`src/rtl/axi_lite_pkg.sv`:
```
// Shared definitions for the AXI4-Lite register-port master.
//   state_e      : master FSM encoding (also visible on the debug state port)
//   RESP_OKAY    : AXI response value that counts as success
//   PROT_DEFAULT : protection bits driven on AW/AR
//   resp_is_err  : true for any response other than OKAY
package axi_lite_pkg;

  typedef enum logic [2:0] {
    ST_IDLE    = 3'd0,
    ST_WR      = 3'd1,
    ST_WR_RESP = 3'd2,
    ST_RD_ADDR = 3'd3,
    ST_RD_DATA = 3'd4
  } state_e;

  localparam logic [1:0] RESP_OKAY    = 2'b00;
  localparam logic [2:0] PROT_DEFAULT = 3'b000;

  function automatic logic resp_is_err(input logic [1:0] resp);
    return resp != RESP_OKAY;
  endfunction

endpackage

```
`src/rtl/axi_lite_reg_master_if.sv`:
```
// AXI4-Lite bus bundle between the register-port master and a peripheral.
// Clock and reset are not part of the bundle.
//   ADDR_W : byte address width
//   DATA_W : data width (strobe is DATA_W/8 bits)
// Modports:
//   master : drives AW/W/AR channels and B/R ready
//   slave  : drives the ready signals of AW/W/AR and the B/R channels
//
// Handshake semantics: a transfer happens on a rising clock edge where both
// valid and ready are high. Once valid is raised it stays high, with its
// payload unchanged, until that edge; ready may depend combinationally on valid.
interface axi_lite_reg_master_if #(
  parameter int ADDR_W = 32,
  parameter int DATA_W = 32
);
  logic [ADDR_W-1:0]   awaddr;
  logic [2:0]          awprot;
  logic                awvalid;
  logic                awready;
  logic [DATA_W-1:0]   wdata;
  logic [DATA_W/8-1:0] wstrb;
  logic                wvalid;
  logic                wready;
  logic [1:0]          bresp;
  logic                bvalid;
  logic                bready;
  logic [ADDR_W-1:0]   araddr;
  logic [2:0]          arprot;
  logic                arvalid;
  logic                arready;
  logic [DATA_W-1:0]   rdata;
  logic [1:0]          rresp;
  logic                rvalid;
  logic                rready;

  modport master (
    output awaddr, awprot, awvalid, wdata, wstrb, wvalid, bready,
    output araddr, arprot, arvalid, rready,
    input  awready, wready, bresp, bvalid, arready, rdata, rresp, rvalid
  );

  modport slave (
    input  awaddr, awprot, awvalid, wdata, wstrb, wvalid, bready,
    input  araddr, arprot, arvalid, rready,
    output awready, wready, bresp, bvalid, arready, rdata, rresp, rvalid
  );
endinterface

```
`src/rtl/axi_lite_req_slot.sv`:
```
// Single-entry pending request register.
//   i_clk/i_rst : clock, synchronous active-high reset
//   i_load      : request pulse; captures i_payload when the slot is free
//                 (or is being emptied in this same cycle)
//   i_consume   : the FSM takes the pending request this cycle
//   o_pending   : slot holds an unconsumed request
//   o_payload   : stored request payload
//   o_ovf       : pulse when a request is dropped because the slot is full
module axi_lite_req_slot #(
  parameter int PW = 8
) (
  input  logic          i_clk,
  input  logic          i_rst,
  input  logic          i_load,
  input  logic [PW-1:0] i_payload,
  input  logic          i_consume,
  output logic          o_pending,
  output logic [PW-1:0] o_payload,
  output logic          o_ovf
);

  logic          r_pending;
  logic [PW-1:0] r_payload;

  assign o_pending = r_pending;
  assign o_payload = r_payload;
  assign o_ovf     = i_load && r_pending && !i_consume;

  always_ff @(posedge i_clk) begin
    if (i_rst) begin
      r_pending <= 1'b0;
      r_payload <= '0;
    end else if (i_load && (!r_pending || i_consume)) begin
      // A load in the consume cycle refills the slot right away.
      r_pending <= 1'b1;
      r_payload <= i_payload;
    end else if (i_consume) begin
      r_pending <= 1'b0;
    end
  end

endmodule

```
`src/rtl/axi_lite_reg_master.sv`:
```
// AXI4-Lite master driven by a register-port request interface.
// A w_occur/r_occur pulse queues one write/read in a single-entry slot; the
// FSM turns it into one AXI-Lite transaction and reports completion with a
// one-cycle w_ready / r_valid pulse (plus w_err / r_err on a non-OKAY resp).
//   M_AXI_aclk/M_AXI_areset : clock, synchronous active-high reset
//   M_AXI                   : AXI4-Lite bus (master modport)
//   w_addr/w_data/w_occur   : write request (word address)
//   r_addr/r_occur          : read request (word address)
//   w_ready/w_err           : write completion pulse and error flag
//   r_valid/r_err/r_data    : read completion pulse, error flag, held data
//   busy                    : transaction in flight or request pending
//   req_ovf                 : sticky, a request was dropped on a full slot
//   dbg_state               : current FSM state (axi_lite_pkg::state_e encoding)
module axi_lite_reg_master
  import axi_lite_pkg::*;
#(
  parameter int ADDR_WIDTH       = 10,
  parameter int DATA_WIDTH       = 16,
  parameter int M_AXI_ADDR_WIDTH = 32,
  parameter int M_AXI_DATA_WIDTH = 32,
  parameter logic [M_AXI_ADDR_WIDTH-1:0] BASE_ADDR = '0
) (
  input  logic                  M_AXI_aclk,
  input  logic                  M_AXI_areset,
  axi_lite_reg_master_if.master M_AXI,
  input  logic [ADDR_WIDTH-1:0] w_addr,
  input  logic [DATA_WIDTH-1:0] w_data,
  input  logic                  w_occur,
  input  logic [ADDR_WIDTH-1:0] r_addr,
  input  logic                  r_occur,
  output logic                  w_ready,
  output logic                  r_valid,
  output logic [DATA_WIDTH-1:0] r_data,
  output logic                  w_err,
  output logic                  r_err,
  output logic                  busy,
  output logic                  req_ovf,
  output logic [2:0]            dbg_state
);

  localparam logic [2:0] S_IDLE    = ST_IDLE;
  localparam logic [2:0] S_WR      = ST_WR;
  localparam logic [2:0] S_WR_RESP = ST_WR_RESP;
  localparam logic [2:0] S_RD_ADDR = ST_RD_ADDR;
  localparam logic [2:0] S_RD_DATA = ST_RD_DATA;

  // Word address -> byte address, wrapping modulo 2^M_AXI_ADDR_WIDTH.
  function automatic logic [M_AXI_ADDR_WIDTH-1:0] word_to_byte(
    input logic [ADDR_WIDTH-1:0] a
  );
    logic [M_AXI_ADDR_WIDTH-1:0] ext;
    ext = M_AXI_ADDR_WIDTH'(a);
    return BASE_ADDR + (ext << 2);
  endfunction

  logic [2:0]                  r_state;
  logic                        r_awvalid, r_wvalid, r_arvalid;
  logic [M_AXI_ADDR_WIDTH-1:0] r_awaddr, r_araddr;
  logic [M_AXI_DATA_WIDTH-1:0] r_wdata;
  logic                        r_w_ready, r_w_err, r_r_valid, r_r_err;
  logic [DATA_WIDTH-1:0]       r_r_data;
  logic                        r_req_ovf;

  logic                           w_wr_pend, w_rd_pend, w_wr_ovf, w_rd_ovf;
  logic                           w_wr_consume, w_rd_consume;
  logic [ADDR_WIDTH+DATA_WIDTH-1:0] w_wr_payload;
  logic [ADDR_WIDTH-1:0]          w_rd_payload;
  logic                           w_unused_rdata;

  // Write wins when both slots are pending.
  assign w_wr_consume = (r_state == S_IDLE) && w_wr_pend;
  assign w_rd_consume = (r_state == S_IDLE) && !w_wr_pend && w_rd_pend;

  axi_lite_req_slot #(.PW(ADDR_WIDTH + DATA_WIDTH)) u_wr_slot (
    .i_clk     (M_AXI_aclk),
    .i_rst     (M_AXI_areset),
    .i_load    (w_occur),
    .i_payload ({w_addr, w_data}),
    .i_consume (w_wr_consume),
    .o_pending (w_wr_pend),
    .o_payload (w_wr_payload),
    .o_ovf     (w_wr_ovf)
  );

  axi_lite_req_slot #(.PW(ADDR_WIDTH)) u_rd_slot (
    .i_clk     (M_AXI_aclk),
    .i_rst     (M_AXI_areset),
    .i_load    (r_occur),
    .i_payload (r_addr),
    .i_consume (w_rd_consume),
    .o_pending (w_rd_pend),
    .o_payload (w_rd_payload),
    .o_ovf     (w_rd_ovf)
  );

  always_ff @(posedge M_AXI_aclk) begin
    if (M_AXI_areset) begin
      r_state   <= S_IDLE;
      r_awvalid <= 1'b0;
      r_wvalid  <= 1'b0;
      r_arvalid <= 1'b0;
      r_awaddr  <= '0;
      r_araddr  <= '0;
      r_wdata   <= '0;
      r_w_ready <= 1'b0;
      r_w_err   <= 1'b0;
      r_r_valid <= 1'b0;
      r_r_err   <= 1'b0;
      r_r_data  <= '0;
      r_req_ovf <= 1'b0;
    end else begin
      r_w_ready <= 1'b0;
      r_w_err   <= 1'b0;
      r_r_valid <= 1'b0;
      r_r_err   <= 1'b0;
      r_req_ovf <= r_req_ovf | w_wr_ovf | w_rd_ovf;
      case (r_state)
        S_IDLE: begin
          if (w_wr_pend) begin
            r_state   <= S_WR;
            r_awvalid <= 1'b1;
            r_wvalid  <= 1'b1;
            r_awaddr  <= word_to_byte(w_wr_payload[DATA_WIDTH +: ADDR_WIDTH]);
            r_wdata   <= M_AXI_DATA_WIDTH'(w_wr_payload[DATA_WIDTH-1:0]);
          end else if (w_rd_pend) begin
            r_state   <= S_RD_ADDR;
            r_arvalid <= 1'b1;
            r_araddr  <= word_to_byte(w_rd_payload);
          end
        end
        S_WR: begin
          // AW and W retire independently; leave once both valids are down.
          if (M_AXI.awready) r_awvalid <= 1'b0;
          if (M_AXI.wready)  r_wvalid  <= 1'b0;
          if (!r_awvalid && !r_wvalid) r_state <= S_WR_RESP;
        end
        S_WR_RESP: begin
          if (M_AXI.bvalid) begin
            r_w_ready <= 1'b1;
            r_w_err   <= resp_is_err(M_AXI.bresp);
            r_state   <= S_IDLE;
          end
        end
        S_RD_ADDR: begin
          if (M_AXI.arready) r_arvalid <= 1'b0;
          if (!r_arvalid) r_state <= S_RD_DATA;
        end
        S_RD_DATA: begin
          if (M_AXI.rvalid) begin
            r_r_data  <= M_AXI.rdata[DATA_WIDTH-1:0];
            r_r_valid <= 1'b1;
            r_r_err   <= resp_is_err(M_AXI.rresp);
            r_state   <= S_IDLE;
          end
        end
        default: r_state <= S_IDLE;
      endcase
    end
  end

  // Bits of rdata above DATA_WIDTH are intentionally ignored.
  assign w_unused_rdata = ^M_AXI.rdata;

  assign M_AXI.awaddr  = r_awaddr;
  assign M_AXI.awprot  = PROT_DEFAULT;
  assign M_AXI.awvalid = r_awvalid;
  assign M_AXI.wdata   = r_wdata;
  assign M_AXI.wstrb   = '1;
  assign M_AXI.wvalid  = r_wvalid;
  assign M_AXI.bready  = (r_state == S_WR_RESP);
  assign M_AXI.araddr  = r_araddr;
  assign M_AXI.arprot  = PROT_DEFAULT;
  assign M_AXI.arvalid = r_arvalid;
  assign M_AXI.rready  = (r_state == S_RD_DATA);

  assign w_ready   = r_w_ready;
  assign w_err     = r_w_err;
  assign r_valid   = r_r_valid;
  assign r_err     = r_r_err;
  assign r_data    = r_r_data;
  assign req_ovf   = r_req_ovf;
  assign busy      = (r_state != S_IDLE) || w_wr_pend || w_rd_pend;
  assign dbg_state = r_state;

endmodule

```
`src/flat_wrapper.sv`:
```
// flat-port wrapper written by rule: the top's interface ports become plain ports
module axi_lite_reg_master_flat import axi_lite_pkg::*;
#(
  parameter int ADDR_WIDTH       = 10,
  parameter int DATA_WIDTH       = 16,
  parameter int M_AXI_ADDR_WIDTH = 32,
  parameter int M_AXI_DATA_WIDTH = 32,
  parameter logic [M_AXI_ADDR_WIDTH-1:0] BASE_ADDR = '0
)
  (M_AXI_aclk, M_AXI_areset, w_addr, w_data, w_occur, r_addr, r_occur, w_ready, r_valid, r_data, w_err, r_err, busy, req_ovf, dbg_state, M_AXI_awaddr, M_AXI_awprot, M_AXI_awvalid, M_AXI_wdata, M_AXI_wstrb, M_AXI_wvalid, M_AXI_bready, M_AXI_araddr, M_AXI_arprot, M_AXI_arvalid, M_AXI_rready, M_AXI_awready, M_AXI_wready, M_AXI_bresp, M_AXI_bvalid, M_AXI_arready, M_AXI_rdata, M_AXI_rresp, M_AXI_rvalid);
  axi_lite_reg_master_if #(.ADDR_W(32), .DATA_W(32)) M_AXI_i ();
  input  logic M_AXI_aclk;
  input  logic M_AXI_areset;
  input  logic [ADDR_WIDTH-1:0] w_addr;
  input  logic [DATA_WIDTH-1:0] w_data;
  input  logic w_occur;
  input  logic [ADDR_WIDTH-1:0] r_addr;
  input  logic r_occur;
  output logic w_ready;
  output logic r_valid;
  output logic [DATA_WIDTH-1:0] r_data;
  output logic w_err;
  output logic r_err;
  output logic busy;
  output logic req_ovf;
  output logic [2:0] dbg_state;
  output wire logic [$bits(M_AXI_i.awaddr)-1:0] M_AXI_awaddr;
  output wire logic [$bits(M_AXI_i.awprot)-1:0] M_AXI_awprot;
  output wire logic [$bits(M_AXI_i.awvalid)-1:0] M_AXI_awvalid;
  output wire logic [$bits(M_AXI_i.wdata)-1:0] M_AXI_wdata;
  output wire logic [$bits(M_AXI_i.wstrb)-1:0] M_AXI_wstrb;
  output wire logic [$bits(M_AXI_i.wvalid)-1:0] M_AXI_wvalid;
  output wire logic [$bits(M_AXI_i.bready)-1:0] M_AXI_bready;
  output wire logic [$bits(M_AXI_i.araddr)-1:0] M_AXI_araddr;
  output wire logic [$bits(M_AXI_i.arprot)-1:0] M_AXI_arprot;
  output wire logic [$bits(M_AXI_i.arvalid)-1:0] M_AXI_arvalid;
  output wire logic [$bits(M_AXI_i.rready)-1:0] M_AXI_rready;
  input wire logic [$bits(M_AXI_i.awready)-1:0] M_AXI_awready;
  input wire logic [$bits(M_AXI_i.wready)-1:0] M_AXI_wready;
  input wire logic [$bits(M_AXI_i.bresp)-1:0] M_AXI_bresp;
  input wire logic [$bits(M_AXI_i.bvalid)-1:0] M_AXI_bvalid;
  input wire logic [$bits(M_AXI_i.arready)-1:0] M_AXI_arready;
  input wire logic [$bits(M_AXI_i.rdata)-1:0] M_AXI_rdata;
  input wire logic [$bits(M_AXI_i.rresp)-1:0] M_AXI_rresp;
  input wire logic [$bits(M_AXI_i.rvalid)-1:0] M_AXI_rvalid;
  assign M_AXI_awaddr = M_AXI_i.awaddr;
  assign M_AXI_awprot = M_AXI_i.awprot;
  assign M_AXI_awvalid = M_AXI_i.awvalid;
  assign M_AXI_wdata = M_AXI_i.wdata;
  assign M_AXI_wstrb = M_AXI_i.wstrb;
  assign M_AXI_wvalid = M_AXI_i.wvalid;
  assign M_AXI_bready = M_AXI_i.bready;
  assign M_AXI_araddr = M_AXI_i.araddr;
  assign M_AXI_arprot = M_AXI_i.arprot;
  assign M_AXI_arvalid = M_AXI_i.arvalid;
  assign M_AXI_rready = M_AXI_i.rready;
  assign M_AXI_i.awready = M_AXI_awready;
  assign M_AXI_i.wready = M_AXI_wready;
  assign M_AXI_i.bresp = M_AXI_bresp;
  assign M_AXI_i.bvalid = M_AXI_bvalid;
  assign M_AXI_i.arready = M_AXI_arready;
  assign M_AXI_i.rdata = M_AXI_rdata;
  assign M_AXI_i.rresp = M_AXI_rresp;
  assign M_AXI_i.rvalid = M_AXI_rvalid;
  axi_lite_reg_master #(.ADDR_WIDTH(ADDR_WIDTH), .DATA_WIDTH(DATA_WIDTH), .M_AXI_ADDR_WIDTH(M_AXI_ADDR_WIDTH), .M_AXI_DATA_WIDTH(M_AXI_DATA_WIDTH), .BASE_ADDR(BASE_ADDR)) u_core (.M_AXI_aclk(M_AXI_aclk), .M_AXI_areset(M_AXI_areset), .M_AXI(M_AXI_i), .w_addr(w_addr), .w_data(w_data), .w_occur(w_occur), .r_addr(r_addr), .r_occur(r_occur), .w_ready(w_ready), .r_valid(r_valid), .r_data(r_data), .w_err(w_err), .r_err(r_err), .busy(busy), .req_ovf(req_ovf), .dbg_state(dbg_state));
endmodule
```
`config.mk`:
```
export PLATFORM = sky130hd
export DESIGN_NAME = axi_lite_reg_master_flat
export DESIGN_NICKNAME = d
export VERILOG_FILES = /design/src/rtl/axi_lite_pkg.sv /design/src/rtl/axi_lite_reg_master_if.sv /design/src/rtl/axi_lite_req_slot.sv /design/src/rtl/axi_lite_reg_master.sv /design/src/flat_wrapper.sv
export SDC_FILE = /design/constraint.sdc
export NUM_CORES = 1
export LEC_CHECK = 0
export ABC_AREA = 1
export ABC_CLOCK_PERIOD_IN_PS = 2600
export BUFFER_PORTS_ARGS = -buffer_cell sky130_fd_sc_hd__buf_2
export CORE_MARGIN = 2
export CORE_UTILIZATION = 30
export DETAILED_ROUTE_END_ITERATION = 7
export GPL_ROUTABILITY_DRIVEN = 1
export GPL_TIMING_DRIVEN = 0
export HOLD_SLACK_MARGIN = 0.1
export PLACE_DENSITY = 0.69
export SYNTH_ARGS = -nofsm -noshare
export SYNTH_HDL_FRONTEND = slang
export SYNTH_SLANG_ARGS = --single-unit
```
`constraint.sdc`:
```
create_clock -name M_AXI_aclk -period 2.6 [get_ports M_AXI_aclk]
set_input_delay 0.52 -clock M_AXI_aclk [delete_from_list [all_inputs] [get_ports M_AXI_aclk]]
set_output_delay 0.52 -clock M_AXI_aclk [all_outputs]
set_load 0.1 [all_outputs]
```
==> metrics.md <==
| Metric | Value |
|---|---|
| Overall power | `5.87 mW` |
| Met3 Usage GRT | `approximately 4.0%` |
| Lkg Pwr | `2.80 nW` |
| Final Non-Filler Cells | `930` |
| Clock share of power | `24.0%` |
| Final-stage net count | `825` |
| Status | `finished, final reports clean` |
| Min-Delay Path Depth | `2` |
| I/O Pins | `217` |
| Mapped cell area | `4320 um2` |
| Synth Instances | `538` |
| Hold Path End | `u_core.M_AXI.awvalid` |
| Logic pwr share | `44.6%` |
| Total track usage | `around 15%` |
| First-pass GRT wire length | `17400 um` |
| Initial antenna violation count | `2` |
| DR vias/cell | `4.15` |
| H-tree Lvls | `3` |
| Fmax achieved | `0.432 GHz` |
| Chip height | `124 um` |
| Worst R2R Start | `u_core.dbg_state[0]` |
| Fin Clk Skew | `0.00608 ns` |
| Hold-fix buffers at CTS | `0` |
| Min cycle time layout | `2.32 ns` |
| # Post-CTS Setup Buffers | `0` |
| Period utilization | `89.1%` |
| Vias in the first global route | `about 3.5k` |
| Clock Latency Late Sink | `0.34 ns` |
| Fraction of layout cells with a size suffix above 1 | `32.8%` |
| Reg2reg setup slack | `about 1.2 ns` |
| Drt first pass iters | `4` |
| CP required | `between 2 and 2.5 ns` |
| Port Buffers | `127` |
| Min-Delay Path Class | `input port to register` |
| Internal | `between 3 and 4 mW` |
| VDD IR max | `0.348 mV` |
| Row count | `43` |
| Library cells used by synthesis | `27` |
| GRT overflow | `0` |
| NetSw | `2.79 mW` |
| CTS Buf Count | `9` |
| Reg clk slew, reported paths | `0.07 ns` |
| Largest net degree at the start of global routing | `16` |
| # DRC | `0` |
| Flop pwr share | `31.4%` |
| Via count | `3855` |
| Clock sinks | `101` |
| FF-to-FF End | `u_core.M_AXI.awaddr[9]` |
| CP Launch Type | `register` |
| Post_cts resized | `0` |
| R2R depth | `6` |
| Placed Cells | `913` |
| Part of the Yosys area used for sequential elements | `a little under half` |
| Max Root-Sink Buffers | `2` |
| Fin. max-slew vios | `0` |
| CP Capture Type | `primary output` |
| Initial Util | `between 30 and 40%` |
| Setup repair after global routing missed its margin | `no` |
| Core ar. | `14000 um2` |
| Final hold violation count | `0` |
| Slew @ Worst Pin | `0.625 ns` |
| Final Wtd Congestion | `0.776` |
| Drt wl/cell | `12.2 um` |
| GRT busiest layer | `met2` |
| Core Util, Final | `41.1%` |
| Synthesis-to-finish area growth | `33.1%` |
| Max Cap Viol | `0` |
| Setup TNS | `0 ns` |
| Met2 global-route usage | `24.5%` |
| Die Span X | `124 um` |
| Die ar. | `15400 um2` |
| Antenna Nets Post-Route | `0` |
| Final setup fails | `0` |
| CP Max Fanout | `10` |
| Synth Warn # | `0` |
| CTS tree | `yes` |
| HPWL after detailed placement | `8590 um` |
| Syn Area/Cell | `~8 um2` |
| Met1 Use GR | `18.5%` |
| Hold_sp | `M_AXI_awready` |
| Root buf cell | `clkbuf_16` |
| Kind of critical path | `register to primary output` |
| Worst path arrival time | `between 1.5 and 2 ns` |
| Routed WL | `11300 um` |
| Pwr per Cell Area | `1020 nW/um2` |
| #FFs+latches synth | `101` |
| Initial DRC count | `around 110` |
| Worst rel slew slack | `58.3%` |
| Net Sw Frac | `47.6%` |
[power groups by stage]
stage / sequential [mW] / combinational, mW / clock (mW)
3_3_place_gp: 1.87 / 2.62 / 0
2_1_floorplan: 2.74 / 1.36 / 0
4_1_cts: 1.84 / 2.63 / 1.45
3_5_place_dp: 1.88 / 2.63 / 0
5_1_grt: 1.87 / 2.78 / 1.51
6_report: 1.84 / 2.62 / 1.41
[cell families (layout without fill, tap and decap cells)]
group / count (synthesis) / after routing / synth area share [%]
and+or+nand+nor: 213 / 213 / 22.4
buffers and inverters: 120 / 263 / 18.6
AOI/OAI and AO/OA: 102 / 102 / 12.1
DFF: 101 / 101 / 46.8
other: 2 / 71 / 0.174
[worst max-delay path: stages (launching register included)]
cell and delay (ns):
dfxtp_1 0.38, nor2_4 0.16, nand2_1 0.10, inv_2 0.15, buf_2 0.22, buf_2 0.45
[per-stage QoR]
stage | instance area, um2 | hold WS, ns | setup slack (ns)
global route | 5750 | 0.355 | 0.152
global placement | 5440 | 0.445 | 0.645
finish | 5750 | 0.359 | 0.284
floorplan | 4570 | 0.439 | 0.0354
detailed placement | 5440 | 0.448 | 0.638
CTS | 5750 | 0.345 | 0.257
[state kept, by name (all words and copies together), names as in the netlist, 3 cells and up]
register                    cells
u_core.M_AXI.araddr            10
u_core.M_AXI.awaddr            10
u_core.M_AXI.wdata             16
u_core.dbg_state                3
u_core.r_data                  16
u_core.u_rd_slot.o_payload     10
u_core.u_wr_slot.o_payload     26
[how the worst max path moves through the flow]
stage,startpoint,to,depth (start not counted)
5_1_grt,u_core.dbg_state[0],M_AXI_rready,5
3_3_place_gp,u_core.dbg_state[0],M_AXI_rready,5
6_report,u_core.dbg_state[0],M_AXI_rready,5
4_1_cts,u_core.dbg_state[0],M_AXI_rready,5
3_5_place_dp,u_core.dbg_state[0],M_AXI_rready,5
2_1_floorplan,u_core.dbg_state[2],busy,4
[routing by layer]
layer	up-vias	share of wire (%)	wire, um
met5	-	0	0
li1	2037	-	-
met1	1692	44	4980
met3	12	7.3	827
met2	114	47	5340
met4	0	1.5	172
[layout by cell type (no fill, tap or decap), types with 4 or more instances in the layout]
master,count
clkbuf_16,9
inv_1,13
conb_1,70
nand3_1,75
buf_6,5
buf_4,76
buf_2,135
nand2_1,74
nor2_1,52
o21ai_1,10
dfxtp_1,101
a21oi_1,76
o21ai_0,12
clkbuf_1,13
nand2_2,4
[area by class of cell]
cell class	instances	area [um2]
Fill cell	1533	8240
Antenna cell	1	2.50
Tap cell	180	225
Clock inverter	3	42.5
Sequential cell	101	2020
Buffer	104	739
Timing Repair Buffer	127	636
Inverter	16	62.6
Multi-Input combinational cell	385	1750
Clock buffer	13	270
[synth_stat cells]
master,number,area (um2)
dfxtp_1,101,2020
a21oi_1,76,380
buf_4,76,571
nand3_1,75,375
nand2_1,74,278
nor2_1,52,195
inv_1,13,48.8
clkbuf_1,12,45.0
o21ai_0,12,60.1
o21ai_1,10,50.1
buf_2,8,40.0
buf_6,5,56.3
nand2_2,4,25.0
nand2_4,3,33.8
buf_1,2,7.51
conb_1,2,7.51
inv_2,2,7.51
o21a_1,2,15.0
a21oi_2,1,8.76
a31oi_1,1,6.26
buf_12,1,20.0
inv_4,1,6.26
nand2_8,1,20.0
nand3_4,1,17.5
nand4_1,1,6.26
nor2_4,1,11.3
nor3_1,1,5.00
(Power assumes the default switching activity.)
